==> src/rtl/router_ni_pkg.sv <==
// Shared definitions for the router network-interface injection path:
// flit layout, head-header fields, VC count and the injection FSM state type.
package router_ni_pkg;

  localparam int FLIT_W    = 68;
  localparam int PAYLOAD_W = 64;
  localparam int NUM_VC    = 2;
  localparam int ADDR_W    = 6;
  localparam int LEN_W     = 4;

  localparam int FLIT_VALID       = 0;
  localparam int FLIT_HEAD        = 1;
  localparam int FLIT_TAIL        = 2;
  localparam int FLIT_VC          = 3;
  localparam int FLIT_PAYLOAD_LSB = 4;

  localparam int HDR_DEST_LSB = 0;
  localparam int HDR_SRC_LSB  = 6;
  localparam int HDR_LEN_LSB  = 12;

  typedef enum logic [1:0] {
    ST_IDLE = 2'd0,
    ST_HEAD = 2'd1,
    ST_BODY = 2'd2
  } ni_state_e;

  function automatic logic [PAYLOAD_W-1:0] head_payload(
    input logic [ADDR_W-1:0] dest,
    input logic [ADDR_W-1:0] src,
    input logic [LEN_W-1:0]  len
  );
    logic [PAYLOAD_W-1:0] p;
    p = '0;
    p[HDR_DEST_LSB +: ADDR_W] = dest;
    p[HDR_SRC_LSB  +: ADDR_W] = src;
    p[HDR_LEN_LSB  +: LEN_W]  = len;
    return p;
  endfunction

  function automatic logic [FLIT_W-1:0] make_flit(
    input logic                 head,
    input logic                 tail,
    input logic                 vc,
    input logic [PAYLOAD_W-1:0] payload
  );
    logic [FLIT_W-1:0] f;
    f = '0;
    f[FLIT_VALID] = 1'b1;
    f[FLIT_HEAD]  = head;
    f[FLIT_TAIL]  = tail;
    f[FLIT_VC]    = vc;
    f[FLIT_PAYLOAD_LSB +: PAYLOAD_W] = payload;
    return f;
  endfunction

endpackage

==> src/rtl/router_ni_credit_ctr.sv <==
// Per-VC credit counter: starts full, saturates at CREDITS and flags an
// overflow (sticky) when a credit comes back to an already-full counter.
module router_ni_credit_ctr #(
  parameter int CREDITS = 8
) (
  input  logic clk,
  input  logic reset,
  input  logic inc,
  input  logic dec,
  output logic has_credit,
  output logic overflow
);

  localparam logic [3:0] MAX_CREDIT = 4'(CREDITS);

  logic [3:0] count_r;
  logic       overflow_r;

  // Credit count and sticky overflow; return and consume together cancel out.
  always_ff @(posedge clk or posedge reset) begin
    if (reset) begin
      count_r    <= MAX_CREDIT;
      overflow_r <= 1'b0;
    end else begin
      case ({inc, dec})
        2'b10: begin
          if (count_r == MAX_CREDIT) begin
            overflow_r <= 1'b1;
          end else begin
            count_r <= count_r + 4'd1;
          end
        end
        2'b01: begin
          if (count_r != 4'd0) begin
            count_r <= count_r - 4'd1;
          end else begin
            count_r <= count_r;
          end
        end
        default: begin
          count_r <= count_r;
        end
      endcase
    end
  end

  assign has_credit = (count_r != 4'd0);
  assign overflow   = overflow_r;

endmodule

==> src/rtl/router_inject_ni.sv <==
// Local-port injection network interface: turns packet requests plus body
// payloads into head/body/tail flits, alternating VCs and honouring credits.
module router_inject_ni
  import router_ni_pkg::*;
#(
  parameter int CREDITS = 8
) (
  input  logic                 clk,
  input  logic                 reset,
  input  logic [ADDR_W-1:0]    router_address,
  input  logic                 req_valid,
  output logic                 req_ready,
  input  logic [ADDR_W-1:0]    req_dest,
  input  logic [LEN_W-1:0]     req_len,
  input  logic                 data_valid,
  output logic                 data_ready,
  input  logic [PAYLOAD_W-1:0] data,
  output logic [FLIT_W-1:0]    channel_out,
  input  logic [1:0]           flow_ctrl_in,
  output logic                 error,
  output logic                 busy
);

  ni_state_e            state_r, state_nxt_s;
  logic                 vc_r, vc_nxt_s;
  logic                 last_vc_r, last_vc_nxt_s;
  logic [ADDR_W-1:0]    dest_r, dest_nxt_s;
  logic [LEN_W-1:0]     len_r, len_nxt_s;
  logic [LEN_W-1:0]     cnt_r, cnt_nxt_s;
  logic [FLIT_W-1:0]    flit_r, flit_nxt_s;
  logic                 consume_s;
  logic                 req_ready_s;
  logic                 data_ready_s;
  logic                 body_tail_s;
  logic                 cur_credit_s;
  logic [NUM_VC-1:0]    has_credit_s;
  logic [NUM_VC-1:0]    overflow_s;
  logic [NUM_VC-1:0]    ret_s;
  logic [NUM_VC-1:0]    use_s;

  assign cur_credit_s = has_credit_s[vc_r];
  assign body_tail_s  = (4'(cnt_r + 4'd1) == len_r);

  // Next-state, handshake readies and the flit to be registered this cycle.
  always_comb begin
    state_nxt_s   = state_r;
    vc_nxt_s      = vc_r;
    last_vc_nxt_s = last_vc_r;
    dest_nxt_s    = dest_r;
    len_nxt_s     = len_r;
    cnt_nxt_s     = cnt_r;
    flit_nxt_s    = '0;
    consume_s     = 1'b0;
    req_ready_s   = 1'b0;
    data_ready_s  = 1'b0;
    case (state_r)
      ST_IDLE: begin
        req_ready_s = 1'b1;
        if (req_valid) begin
          dest_nxt_s    = req_dest;
          len_nxt_s     = req_len;
          vc_nxt_s      = ~last_vc_r;
          last_vc_nxt_s = ~last_vc_r;
          state_nxt_s   = ST_HEAD;
        end else begin
          state_nxt_s = ST_IDLE;
        end
      end
      ST_HEAD: begin
        if (cur_credit_s) begin
          consume_s  = 1'b1;
          flit_nxt_s = make_flit(1'b1, (len_r == 4'd0), vc_r,
                                 head_payload(dest_r, router_address, len_r));
          cnt_nxt_s  = 4'd0;
          if (len_r == 4'd0) begin
            state_nxt_s = ST_IDLE;
          end else begin
            state_nxt_s = ST_BODY;
          end
        end else begin
          state_nxt_s = ST_HEAD;
        end
      end
      ST_BODY: begin
        data_ready_s = cur_credit_s;
        if (data_valid && cur_credit_s) begin
          consume_s  = 1'b1;
          flit_nxt_s = make_flit(1'b0, body_tail_s, vc_r, data);
          cnt_nxt_s  = 4'(cnt_r + 4'd1);
          if (body_tail_s) begin
            state_nxt_s = ST_IDLE;
          end else begin
            state_nxt_s = ST_BODY;
          end
        end else begin
          state_nxt_s = ST_BODY;
        end
      end
      default: begin
        state_nxt_s = ST_IDLE;
      end
    endcase
  end

  // Packet context, VC alternation and the registered output flit.
  always_ff @(posedge clk or posedge reset) begin
    if (reset) begin
      state_r   <= ST_IDLE;
      vc_r      <= 1'b0;
      last_vc_r <= 1'b1;
      dest_r    <= '0;
      len_r     <= '0;
      cnt_r     <= '0;
      flit_r    <= '0;
    end else begin
      state_r   <= state_nxt_s;
      vc_r      <= vc_nxt_s;
      last_vc_r <= last_vc_nxt_s;
      dest_r    <= dest_nxt_s;
      len_r     <= len_nxt_s;
      cnt_r     <= cnt_nxt_s;
      flit_r    <= flit_nxt_s;
    end
  end

  assign ret_s[0] = flow_ctrl_in[0] && (flow_ctrl_in[1] == 1'b0);
  assign ret_s[1] = flow_ctrl_in[0] && (flow_ctrl_in[1] == 1'b1);
  assign use_s[0] = consume_s && (vc_r == 1'b0);
  assign use_s[1] = consume_s && (vc_r == 1'b1);

  router_ni_credit_ctr #(.CREDITS(CREDITS)) u_credit_vc0 (
    .clk        (clk),
    .reset      (reset),
    .inc        (ret_s[0]),
    .dec        (use_s[0]),
    .has_credit (has_credit_s[0]),
    .overflow   (overflow_s[0])
  );

  router_ni_credit_ctr #(.CREDITS(CREDITS)) u_credit_vc1 (
    .clk        (clk),
    .reset      (reset),
    .inc        (ret_s[1]),
    .dec        (use_s[1]),
    .has_credit (has_credit_s[1]),
    .overflow   (overflow_s[1])
  );

  assign req_ready   = req_ready_s;
  assign data_ready  = data_ready_s;
  assign channel_out = flit_r;
  assign error       = |overflow_s;
  assign busy        = (state_r != ST_IDLE);

endmodule

==> config.mk <==
export PLATFORM = sky130hd
export DESIGN_NAME = router_inject_ni
export DESIGN_NICKNAME = d
export VERILOG_FILES = /design/src/rtl/router_ni_pkg.sv /design/src/rtl/router_ni_credit_ctr.sv /design/src/rtl/router_inject_ni.sv
export SDC_FILE = /design/constraint.sdc
export NUM_CORES = 1
export LEC_CHECK = 0
export ABC_CLOCK_PERIOD_IN_PS = 9400
export CORE_MARGIN = 2
export CORE_UTILIZATION = 30
export DETAILED_ROUTE_END_ITERATION = 10
export HOLD_SLACK_MARGIN = 0.03
export PLACE_DENSITY = 0.63
export SYNTH_ARGS = -nofsm -noshare
export SYNTH_HDL_FRONTEND = slang
export SYNTH_SLANG_ARGS = --single-unit
==> constraint.sdc <==
create_clock -name clk -period 9.4 [get_ports clk]
set_input_delay 2.82 -clock clk [delete_from_list [all_inputs] [get_ports clk]]
set_output_delay 2.82 -clock clk [all_outputs]
set_load 0.1 [all_outputs]
# Word-level counts from Yosys, hierarchy flattened
# Index checks and enable logic that the tools add are counted.
# totals
elab_cells,80
inputBits,86
register_bits,96
# op_classes
bitwise,3
n_mux,25
reduce_logical,20
n_eq_ne,15
magnitude_cmp,1
addsub,5
# op_table
operator,count
one-hot mux 68 bit (2 select lines),1
2-to-1 mux 68 bit,1
2-to-1 mux 4 bit,6
one-hot mux 4 bit (2 select lines),3
2-to-1 mux 20 bit,1
"adder 4 x 1 -> 4 bit, second input constant",3
AND reduction 3 bit,3
"equality test 4 bit, second input constant",2
2-to-1 mux 2 bit,4
"!= test 2 bit, second input constant",4
nonzero test 2 bit,4
nonzero test 4 bit,2
"subtractor 4 x 1 -> 4 bit, second input constant",2
2-to-1 mux 1 bit,7
"equality test 2 x 1 -> 1 bit, second input constant",3
"equality test 2 bit, second input constant",3
one-hot mux 2 bit (3 select lines),1
AND reduction 2 bit,3
logical AND 1 bit,5
equality test 4 bit,1
logical NOT 4 bit,1
"!= test 2 x 1 -> 1 bit, second input constant",2
inverter 1 bit,3
logical NOT 2 bit,1
3 further kinds,3

# Longest topological paths before layout
# Gate-level depths: netlist (run 1).
# depth
ltp_word,10
ltp_mapped,13
mapped_depth_nobuf,11

# Cells and area by module
# From an unflattened synthesis (run 1), not the netlist that was laid out.
# hier_totals
cells_unflattened,293
area_unflattened_um2,3952.5
# by_module_without_submodules
module,cells_each,n_inst,area_each_um2
router_inject_ni,223,1,3204.3
router_ni_credit_ctr,35,2,374.1

# Worst setup path after synthesis (run 1)
# No wires, ideal clock.
# synth_path
path_type,flip-flop to output port
startpoint,register state_r[0]
endpoint,output port busy
arrival_ps,1967
required_time_ps,6580
path_stages_with_launch,4
setup_slack_ps,4613
path_cell_list,dfrtp_1 inv_1 ha_1 inv_1
# synth_via
elab_chain_len,1
# synth_rtl
item,line,rtl
"start, declared",router_inject_ni.sv:24,"ni_state_e state_r, state_nxt_s;"
"start signal, assigned",router_inject_ni.sv:116,state_r <= state_nxt_s;
nonzero test 2 bit,router_inject_ni.sv:153,assign busy = (state_r != ST_IDLE);
"end, declared",router_inject_ni.sv:21,output logic busy
# Every way passes these cells.

# Worst setup path after layout (run 1)
# layout_path
startpoint,register u_credit_vc0.count_r[3]
endpoint,output port data_ready
# layout_via
elab_chain_len,4
# layout_rtl
item,line,rtl
"start, declared",router_ni_credit_ctr.sv:16,logic [3:0] count_r;
"start signal, assigned",router_ni_credit_ctr.sv:30,count_r <= count_r + 4'd1;
"start signal, assigned",router_ni_credit_ctr.sv:35,count_r <= count_r - 4'd1;
"start signal, assigned",router_ni_credit_ctr.sv:37,count_r <= count_r;
nonzero test 4 bit,router_ni_credit_ctr.sv:47,assign has_credit = (count_r != 4'd0);
2-to-1 mux 1 bit (not written as such) (2 in series),router_inject_ni.sv:41,assign cur_credit_s = has_credit_s[vc_r];
2-to-1 mux 1 bit,router_inject_ni.sv:56,case (state_r)
"end, declared",router_inject_ni.sv:16,"output logic data_ready,"
# Every way passes these cells. The select of a mux whose other input is x is not followed.

==> results of run 1 <==
[worst reg2reg max path: stages, from the launching register on]
cell and delay, ns:
dfstp_2 0.57, nor2_1 0.07, a22oi_2 0.31, and3_1 0.87, o21ba_1 0.28, ha_1 0.27, xor2_1 0.10, ha_1 0.19
a21oi_1 0.17, xnor2_1 0.14, nand2_1 0.08, xnor2_1 0.12
[worst max path at each step]
stage                                               end  cells after the start  slack [ns]                           startpoint
floorplan                      channel_out[0]$_DFF_PP0_                      1        4.08                                reset
global placement    u_credit_vc0.count_r[2]$_DFFE_PP0P_                     10        3.95                           data_valid
detailed placement  u_credit_vc0.count_r[2]$_DFFE_PP0P_                     10        3.81                           data_valid
CTS                                          data_ready                      4        3.95  u_credit_vc0.count_r[3]$_DFFE_PP1P_
global route                                 data_ready                      4        3.83                     vc_r$_DFFE_PP0P_
finish                                       data_ready                      4        3.98  u_credit_vc0.count_r[3]$_DFFE_PP1P_
[flip-flops by register name, indices dropped and copies added (netlist names)]
name,cells
channel_out,68
len_r,4
u_credit_vc0.overflow,1
dest_r,6
state_r,2
last_vc_r,1
u_credit_vc0.count_r,4
vc_r,1
cnt_r,4
u_credit_vc1.count_r,4
u_credit_vc1.overflow,1
[routing by layer]
| metal | part of all wire (%) | vias to the layer above |
|---|---|---|
| li1 | - | 1333 |
| met1 | 43 | 1380 |
| met2 | 48 | 95 |
| met3 | 6.7 | 16 |
| met4 | 1.4 | 0 |
| met5 | 0 | - |
[placed cells by master (no fill, tap or decap), types with 3 or more instances in the layout]
| cell | count |
|---|---|
| mux2_2 | 5 |
| nor2b_1 | 3 |
| xnor2_1 | 10 |
| clkdlybuf4s50_1 | 157 |
| and2_1 | 50 |
| clkbuf_16 | 9 |
| dfstp_2 | 3 |
| a22o_1 | 22 |
| ha_1 | 13 |
| inv_1 | 6 |
| a21oi_1 | 8 |
| nand2_1 | 18 |
| xor2_1 | 6 |
| nand2b_1 | 3 |
| dfrtp_1 | 93 |
| o21ai_1 | 9 |
| mux2_1 | 7 |
[logic make-up after synthesis]
logic type / count (synthesis) / share of synthesized area, %
flops: 96 / 61.1
simple gates: 94 / 14.4
compound gates: 51 / 9.50
buf+inv: 19 / 3.91
xor+xnor: 16 / 3.56
fa+ha+maj: 13 / 4.13
mux: 12 / 3.43
[cell type report]
cell class | count | area [µm²]
Timing Repair Buffer | 158 | 1580
Clock inverter | 5 | 62.6
Tap cell | 172 | 215
Sequential cell | 96 | 2410
Clock buffer | 11 | 243
Inverter | 7 | 28.8
Multi-Input combinational cell | 186 | 1380
Fill cell | 1198 | 6810
[power groups by stage]
| stage | Combinational (mW) | Sequential, mW | Clock, mW |
|---|---|---|---|
| floorplan | 0.360 | 0.926 | 0 |
| global placement | 0.873 | 0.605 | 0 |
| detailed placement | 0.884 | 0.611 | 0 |
| CTS | 0.885 | 0.604 | 0.379 |
| global route | 0.926 | 0.617 | 0.395 |
| finish | 0.876 | 0.603 | 0.368 |
[per-stage QoR]
step                cell area, µm²  cells  hold WS [ns]  utilization, %  setup slack [ns]
detailed placement            5610    619         0.447            44.1              3.81
global placement              5610    619         0.450            44.1              3.95
CTS                           5910    635         0.461            46.5              3.95
floorplan                     3940    301         0.430               -              4.08
finish                        5910    635         0.459            46.5              3.98
global route                  5910    635         0.468            46.5              3.83
==> summary.txt, run 1 <==
Synthesis
  – Most used DFF post-synth: dfrtp_1
  – Synth Net Count: 400
  – Number of synthesized flops with an enable pin: 0
  – Synth area leader: dfrtp_1
  – Most frequent cell after synthesis: dfrtp_1
  – Synth cell types: 41
  – #FFs+latches synth: 96
  – Yosys top cell area share: 59.1%
  – Main area contributors after synthesis: dfrtp_1, and2_1, a22o_1
  – Mapped Cells: 301
  – Post-synth top cells: dfrtp_1, and2_1, a22o_1
  – Yosys warnings: 0
  – Seq/Total Area, Yosys: 61.1%
  – Avg Synthesized Cell Area: 13.1 µm²
  – Synthesized area: 3940 µm²
  – Asr flop ratio synth: 100%

Layout
  – Area delta synth->final: 50.1%
  – Ant. Diodes: 0
  – Layout cells sized above 1: 6.70%
  – Fin nets: 557

Setup path
  – Worst EP arrival: 2.60 ns
  – Critical setup path kind: reg2out
  – Crit Reg-Reg Startpoint: u_credit_vc0.count_r[3]$_DFFE_PP1P_
  – Setup crit end kind: output pin
  – CP peak stage delay: 1.14 ns
  – Reg2reg path depth: 11
  – Crit-path leading delay family: buffers and inverters
  – Crit-path max FO: 6
  – CP required: 6.58 ns
  – Worst path bufs/invs: 1
  – Reg2reg end: u_credit_vc0.count_r[2]$_DFFE_PP0P_
  – CP startpoint kind: flop
  – R2R setup slack: 6.12 ns
  – Critical path cell sequence: nor2_1 > a22oi_2 > and2_1 > clkdlybuf4s50_1
  – CP max stage cell: clkdlybuf4s50_1

Power and ir drop
  – Comb pwr share: 47.4%
  – Worst vdd ir: 112 µV
  – Clock share of power: 19.9%
  – Sequential Power Share: 32.7%
  – Pwr Density: 312 nW/µm²
  – Pint: 1.01 mW
  – Switching Share: 45.6%
  – Static Leakage: 2.63 nW
  – P_sw: 0.843 mW
  – Total power: 1.85 mW

Die
  – Initial core utilization: 31.0%
  – Die span in x: 119 µm
  – Height of the die: 119 µm
  – Die area: 14100 µm²
  – Core area: 12700 µm²
  – Site Rows: 41
  – # IOs: 158

STA
  – Max_slew headroom: 32.1%
  – F_max: 185 MHz
  – Final Hold Fails: 0
  – Clock skew: 0.00733 ns
  – # setup viols final: 0
  – Worst-Margin Slew: 1.02 ns
  – Final Max Slew Viols: 0
  – Tcrit/Tclk final: 57.6%
  – RSZ-0062 raised after global routing: false
  – Fin crit period: 5.42 ns
  – Final TNS setup: 0 ns

Drt
  – DRC violation count after routing: 0
  – Via density: 4.45
  – DRT iter0 DRCs: 179
  – Post-route ant nets: 0
  – Vias: 2824
  – Wire length per cell: 14.7 µm
  – First-pass detailed-route iteration total: 4
  – Final wirelength: 9.36 mm

Global route
  – Grt peak-use layer: met2
  – First-pass GRT wire length: 14.9 mm
  – Vias in the first global route: 2766
  – Global routing usage on met2: 21.3%
  – Total gr overflow: 0
  – Overall global routing resource usage: 13.4%
  – M1 GR Usage: 17.2%
  – Initial antenna violation count: 0
  – Largest net degree at the start of global routing: 72
  – Global routing met3 resource utilization: 4.15%

CTS
  – Cts hold-fix bufs: 0
  – Setup Fix Bufs, Post-CTS: 0
  – Resize count post-CTS: 0
  – Clk sink count: 96
  – Num CTS Buffers: 9
  – Clock Tree Buf Depth: 2
  – H-Tree Depth: 3
  – Clock slew at reported path FFs: 0.06 ns
  – CTS tree: built
  – Root buffer cell: clkbuf_16
  – Worst skew pair latency: 0.34 ns

Worst hold path
  – WHS Endpoint: u_credit_vc1.overflow$_DFFE_PP0P_
  – WHS Path Cells: 1
  – Hold Crit Start: u_credit_vc1.overflow$_DFFE_PP0P_
  – Min-Delay Path Class: reg2reg

Run status
  – Status: completed

Placement
  – GP Congestion: 0.745
  – I/O Buffers: 157
  – Detailed Place HPWL: 6.66 mm

Run
  – Max capacitance violation total: 0
Power figures use the tool's default switching activity.
==> run 2: changes to the inputs <==
ABC_CLOCK_PERIOD_IN_PS = 5320   (was 9400)
clock period = 5.32 ns   (was 9.4 ns; I/O delays follow)
==> summary.txt, run 2 (synthesis gave the netlist of run 1 again) <==
Layout
  – Area delta synth->final: 50.7%
  – Most common cell after layout, fill and taps aside: clkdlybuf4s50_1
  – Max reg flops: 68
  – Most frequent cells in the layout: clkdlybuf4s50_1, dfrtp_1, and2_1
  – Design area: 5940 µm²
  – Ant. Diodes: 0
  – Fillers: 1196
  – Layout cells sized above 1: 7.11%
  – Multi-input gate area: 1380 µm²
  – Storage cell area: 2410 µm²
  – Fin nets: 558

Setup path
  – Setup crit end kind: output pin
  – R2R setup slack: 2.11 ns
  – Critical setup path kind: reg2out
  – Reg2reg end: u_credit_vc1.count_r[2]$_DFFE_PP0P_
  – CP startpoint kind: flop
  – CP required: 3.72 ns
  – Crit-path max FO: 6
  – Worst EP arrival: 2.59 ns
  – Reg2reg path depth: 11
  – Crit Reg-Reg Startpoint: u_credit_vc0.count_r[3]$_DFFE_PP1P_

Drt
  – Vias: 2813
  – Via density: 4.42
  – Post-route ant nets: 0
  – Wire length per cell: 15.0 µm
  – Final wirelength: 9.54 mm
  – DRT iter0 DRCs: 155
  – DRC violation count after routing: 0
  – First-pass detailed-route iteration total: 4

STA
  – Final Max Slew Viols: 0
  – Final TNS setup: 0 ns
  – Clock skew: 0.00839 ns
  – Worst setup margin: 1.14 ns
  – RSZ-0062 raised after global routing: false
  – Max_slew headroom: 31.2%
  – # setup viols final: 0
  – Final Hold Fails: 0
  – Fin crit period: 4.18 ns
  – F_max: 239 MHz
  – Tcrit/Tclk final: 78.6%
  – Worst-Margin Slew: 1.03 ns
  – Min Hold Slack: 0.458 ns

Placement
  – GP Congestion: 0.751
  – Pre-CTS setup slack: 1.24 ns
  – I/O Buffers: 157
  – Post-DP Area: 5620 µm²
  – Detailed Place HPWL: 6.88 mm

CTS
  – Worst skew pair latency: 0.34 ns
  – Clk sink count: 96
  – Root buffer cell: clkbuf_16
  – Setup Fix Bufs, Post-CTS: 0
  – Clock slew at reported path FFs: 0.06 ns
  – Cts hold-fix bufs: 0
  – Resize count post-CTS: 0
  – H-Tree Depth: 3
  – CTS tree: built
  – Num CTS Buffers: 9
  – Clock Tree Buf Depth: 2

Run status
  – Status: completed

Die
  – Initial core utilization: 31.0%
  – Site Rows: 41
  – # IOs: 158
  – Die area: 14100 µm²
  – Height of the die: 119 µm
  – Core area: 12700 µm²
  – Die span in x: 119 µm

Power and ir drop
  – Pwr Density: 556 nW/µm²
  – P_sw: 1.49 mW
  – Clock share of power: 20.8%
  – Pint: 1.81 mW
  – Worst vdd ir: 183 µV
  – Total power: 3.30 mW
  – Comb pwr share: 47.1%
  – Sequential Power Share: 32.1%
  – Static Leakage: 2.66 nW
  – Switching Share: 45.2%

Worst hold path
  – Hold Crit Start: u_credit_vc1.overflow$_DFFE_PP0P_
  – WHS Endpoint: u_credit_vc1.overflow$_DFFE_PP0P_
  – Min-Delay Path Class: reg2reg
  – WHS Path Cells: 1

Run
  – Max capacitance violation total: 0

Global route
  – Initial antenna violation count: 0
  – First-pass GRT wire length: 15.4 mm
  – Largest net degree at the start of global routing: 79
  – Total gr overflow: 0
  – Overall global routing resource usage: 13.9%
  – Vias in the first global route: 2849
## run 2: critical path: stages, from the launching register on
cell and delay (ns):
dfstp_2 0.57, nor2_1 0.07, a22oi_2 0.29, and2_1 0.18, clkdlybuf4s50_1 1.14
## run 2: routing by layer
layer,global-route usage (%),share of wire (%),wire length [µm],vias up
met5,0,0,0,-
met4,6.77,2.5,238,0
met3,3.38,6.3,604,17
met2,22.7,49,4640,97
met1,17.2,42,4050,1366
li1,-,-,-,1333
## run 2: worst max path at each step
stage | slack [ns] | start | endpoint
after floorplan | 1.22 | reset | channel_out[0]$_DFF_PP0_
after global placement | 1.34 | data_valid | u_credit_vc0.count_r[2]$_DFFE_PP0P_
after detailed placement | 1.24 | data_valid | u_credit_vc0.count_r[2]$_DFFE_PP0P_
after CTS | 1.11 | u_credit_vc0.count_r[3]$_DFFE_PP1P_ | data_ready
after global routing | 1.03 | u_credit_vc0.count_r[3]$_DFFE_PP1P_ | data_ready
final | 1.14 | u_credit_vc0.count_r[3]$_DFFE_PP1P_ | data_ready
## run 2: power by group through the flow
stage,Clock (mW),Sequential [mW],Combinational (mW)
2_1_floorplan,0,1.64,0.636
3_3_place_gp,0,1.07,1.55
4_1_cts,0.708,1.06,1.57
5_1_grt,0.734,1.09,1.65
6_report,0.687,1.06,1.56
3_5_place_dp,0,1.07,1.57
## run 2: final cells by class
type	count	area share [%]
multi-input cells	186	23.2
flip-flops and latches	96	40.5
clock inverters	7	1.62
inverters	7	0.485
repair buffers	159	26.7
well taps	172	3.62
clock buffers	9	3.79
## run 2: per-stage QoR
| step | cells | util, % |
|---|---|---|
| 3_3_place_gp | 620 | 44.1 |
| 5_1_grt | 636 | 46.7 |
| 6_report | 636 | 46.7 |
| 4_1_cts | 636 | 46.7 |
| 3_5_place_dp | 620 | 44.1 |
| 2_1_floorplan | 301 | - |
==> run 3: changes to the inputs <==
ABC_CLOCK_PERIOD_IN_PS = 3500   (was 5320)
PLACE_DENSITY = 0.65   (was 0.63)
clock period = 3.5 ns   (was 5.32 ns; I/O delays follow)
==> summary.txt, run 3 (synthesis gave the netlist of run 1 again) <==
Drt
  – DRT iter0 DRCs: 130
  – First-pass detailed-route iteration total: 4
  – Post-route ant nets: 0
  – Via density: 4.42
  – Vias: 2825
  – Final wirelength: 9.37 mm
  – DRC violation count after routing: 0
  – Wire length per cell: 14.7 µm

Global route
  – First-pass GRT wire length: 15.3 mm
  – Largest net degree at the start of global routing: 53
  – Vias in the first global route: 2928
  – Total gr overflow: 0
  – Initial antenna violation count: 0
  – Overall global routing resource usage: 14.0%

Die
  – Die span in x: 119 µm
  – Site Rows: 41
  – # IOs: 158
  – Initial core utilization: 31.0%
  – Core area: 12700 µm²
  – Die area: 14100 µm²
  – Height of the die: 119 µm

Setup path
  – Reg2reg end: u_credit_vc0.count_r[2]$_DFFE_PP0P_
  – Worst EP arrival: 3.19 ns
  – R2R setup slack: 0.67 ns
  – CP startpoint kind: input pin
  – CP max stage cell: clkdlybuf4s50_1
  – Launch point of the critical path: data_valid
  – Worst setup path endpoint: u_credit_vc0.count_r[2]$_DFFE_PP0P_
  – Critical setup path kind: in2reg
  – Setup crit end kind: flop
  – Crit Reg-Reg Startpoint: u_credit_vc1.count_r[0]$_DFFE_PP0P_
  – CP required: 3.73 ns
  – Reg2reg path depth: 11
  – Critical path cell sequence: clkdlybuf4s50_1 > and4_4 > o21ba_1 > ha_1 > xor2_1 > ha_1 > a21oi_1 > xnor2_1 > nand2_1 > xnor2_1
  – Crit-path max FO: 6
  – CP peak stage delay: 0.57 ns

Layout
  – Max reg flops: 68
  – Most common cell after layout, fill and taps aside: dfrtp_1
  – Fin nets: 561
  – Layout cells sized above 1: 23.1%
  – Area delta synth->final: 45.5%
  – Most frequent cells in the layout: dfrtp_1, clkdlybuf4s50_1, buf_4
  – Ant. Diodes: 0

CTS
  – CTS tree: built
  – Clock Tree Buf Depth: 2
  – Worst skew pair latency: 0.35 ns
  – Clock slew at reported path FFs: 0.06 ns
  – Resize count post-CTS: 0
  – Clk sink count: 96
  – Cts hold-fix bufs: 0
  – Num CTS Buffers: 9
  – Setup Fix Bufs, Post-CTS: 0
  – H-Tree Depth: 3
  – Root buffer cell: clkbuf_16

Run status
  – Status: completed

STA
  – F_max: 338 MHz
  – Fin crit period: 2.96 ns
  – RSZ-0062 raised after global routing: false
  – Final Max Slew Viols: 0
  – Worst-Margin Slew: 0.679 ns
  – Tcrit/Tclk final: 84.5%
  – Final TNS setup: 0 ns
  – # setup viols final: 0
  – Max_slew headroom: 54.6%
  – Final Hold Fails: 0
  – Clock skew: 0.00512 ns

Power and ir drop
  – Total power: 4.85 mW
  – Static Leakage: 2.79 nW
  – Worst vdd ir: 520 µV
  – Pwr Density: 846 nW/µm²

Placement
  – I/O Buffers: 157
  – GP Congestion: 0.739
  – Detailed Place HPWL: 6.83 mm

Worst hold path
  – Min-Delay Path Class: reg2reg

Run
  – Max capacitance violation total: 0
-- run 3: cell count changes in the layout (fill, tap and decap cells not counted) --
cell             delta
buf_4              +75
inv_6               +2
clkinvlp_4          +1
inv_4               -1
clkinv_2            +2
clkdlybuf4s50_1    -72
clkinv_4            -2
bufinv_16           -2
-- run 3: layer usage --
| layer | up-vias | track usage, % | routed length (µm) |
|---|---|---|---|
| met1 | 1389 | 16.7 | 3940 |
| met4 | 0 | 5.95 | 197 |
| met3 | 15 | 4.63 | 563 |
| li1 | 1333 | - | - |
| met2 | 88 | 23.2 | 4670 |
| met5 | - | 0 | 0 |
-- run 3: area by class of cell --
cell class	instances	area, µm²
timing repair buffer	162	1430
inverter	7	30.0
sequential	96	2410
clock inverter	7	46.3
fill	1203	6990
tap	172	215
multi-input combinational	186	1380
clock buffer	9	225
-- run 3: critical path: cells and delay by family --
family,cells,cell delay [ns]
simple gates,2,0.39
xor+xnor,3,0.38
compound gates,2,0.30
buf+inv,1,0.57
fa+ha+maj,2,0.49
-- run 3: worst min-delay path by stage --
stage                                                  from                           endpoint  slack, ns  cells after the start
after floorplan           u_credit_vc0.overflow$_DFFE_PP0P_  u_credit_vc0.overflow$_DFFE_PP0P_       0.43                      1
after global placement    u_credit_vc1.overflow$_DFFE_PP0P_  u_credit_vc1.overflow$_DFFE_PP0P_       0.47                      1
after detailed placement  u_credit_vc1.overflow$_DFFE_PP0P_  u_credit_vc1.overflow$_DFFE_PP0P_       0.45                      1
after CTS                 u_credit_vc1.overflow$_DFFE_PP0P_  u_credit_vc1.overflow$_DFFE_PP0P_       0.47                      1
after global routing      u_credit_vc1.overflow$_DFFE_PP0P_  u_credit_vc1.overflow$_DFFE_PP0P_       0.49                      1
final                     u_credit_vc1.overflow$_DFFE_PP0P_  u_credit_vc1.overflow$_DFFE_PP0P_       0.46                      1
-- run 3: power breakdown --
part	internal (mW)	leakage, nW	switching [mW]	total (mW)
Clock	0.482	0.140	0.426	0.908
Combinational	0.682	1.37	1.64	2.32
Sequential	1.40	1.28	0.224	1.62
-- run 3: stage by stage --
step | hold slack [ns] | area (µm²) | utilization (%) | std cells | setup slack (ns)
final | 0.460 | 5730 | 45.1 | 639 | 0.544
after global routing | 0.487 | 5730 | 45.1 | 639 | 0.370
after CTS | 0.470 | 5730 | 45.1 | 639 | 0.552
after detailed placement | 0.455 | 5460 | 42.9 | 623 | 0.185
after global placement | 0.471 | 5460 | 42.9 | 623 | 0.294
after floorplan | 0.430 | 3940 | - | 301 | 0.483
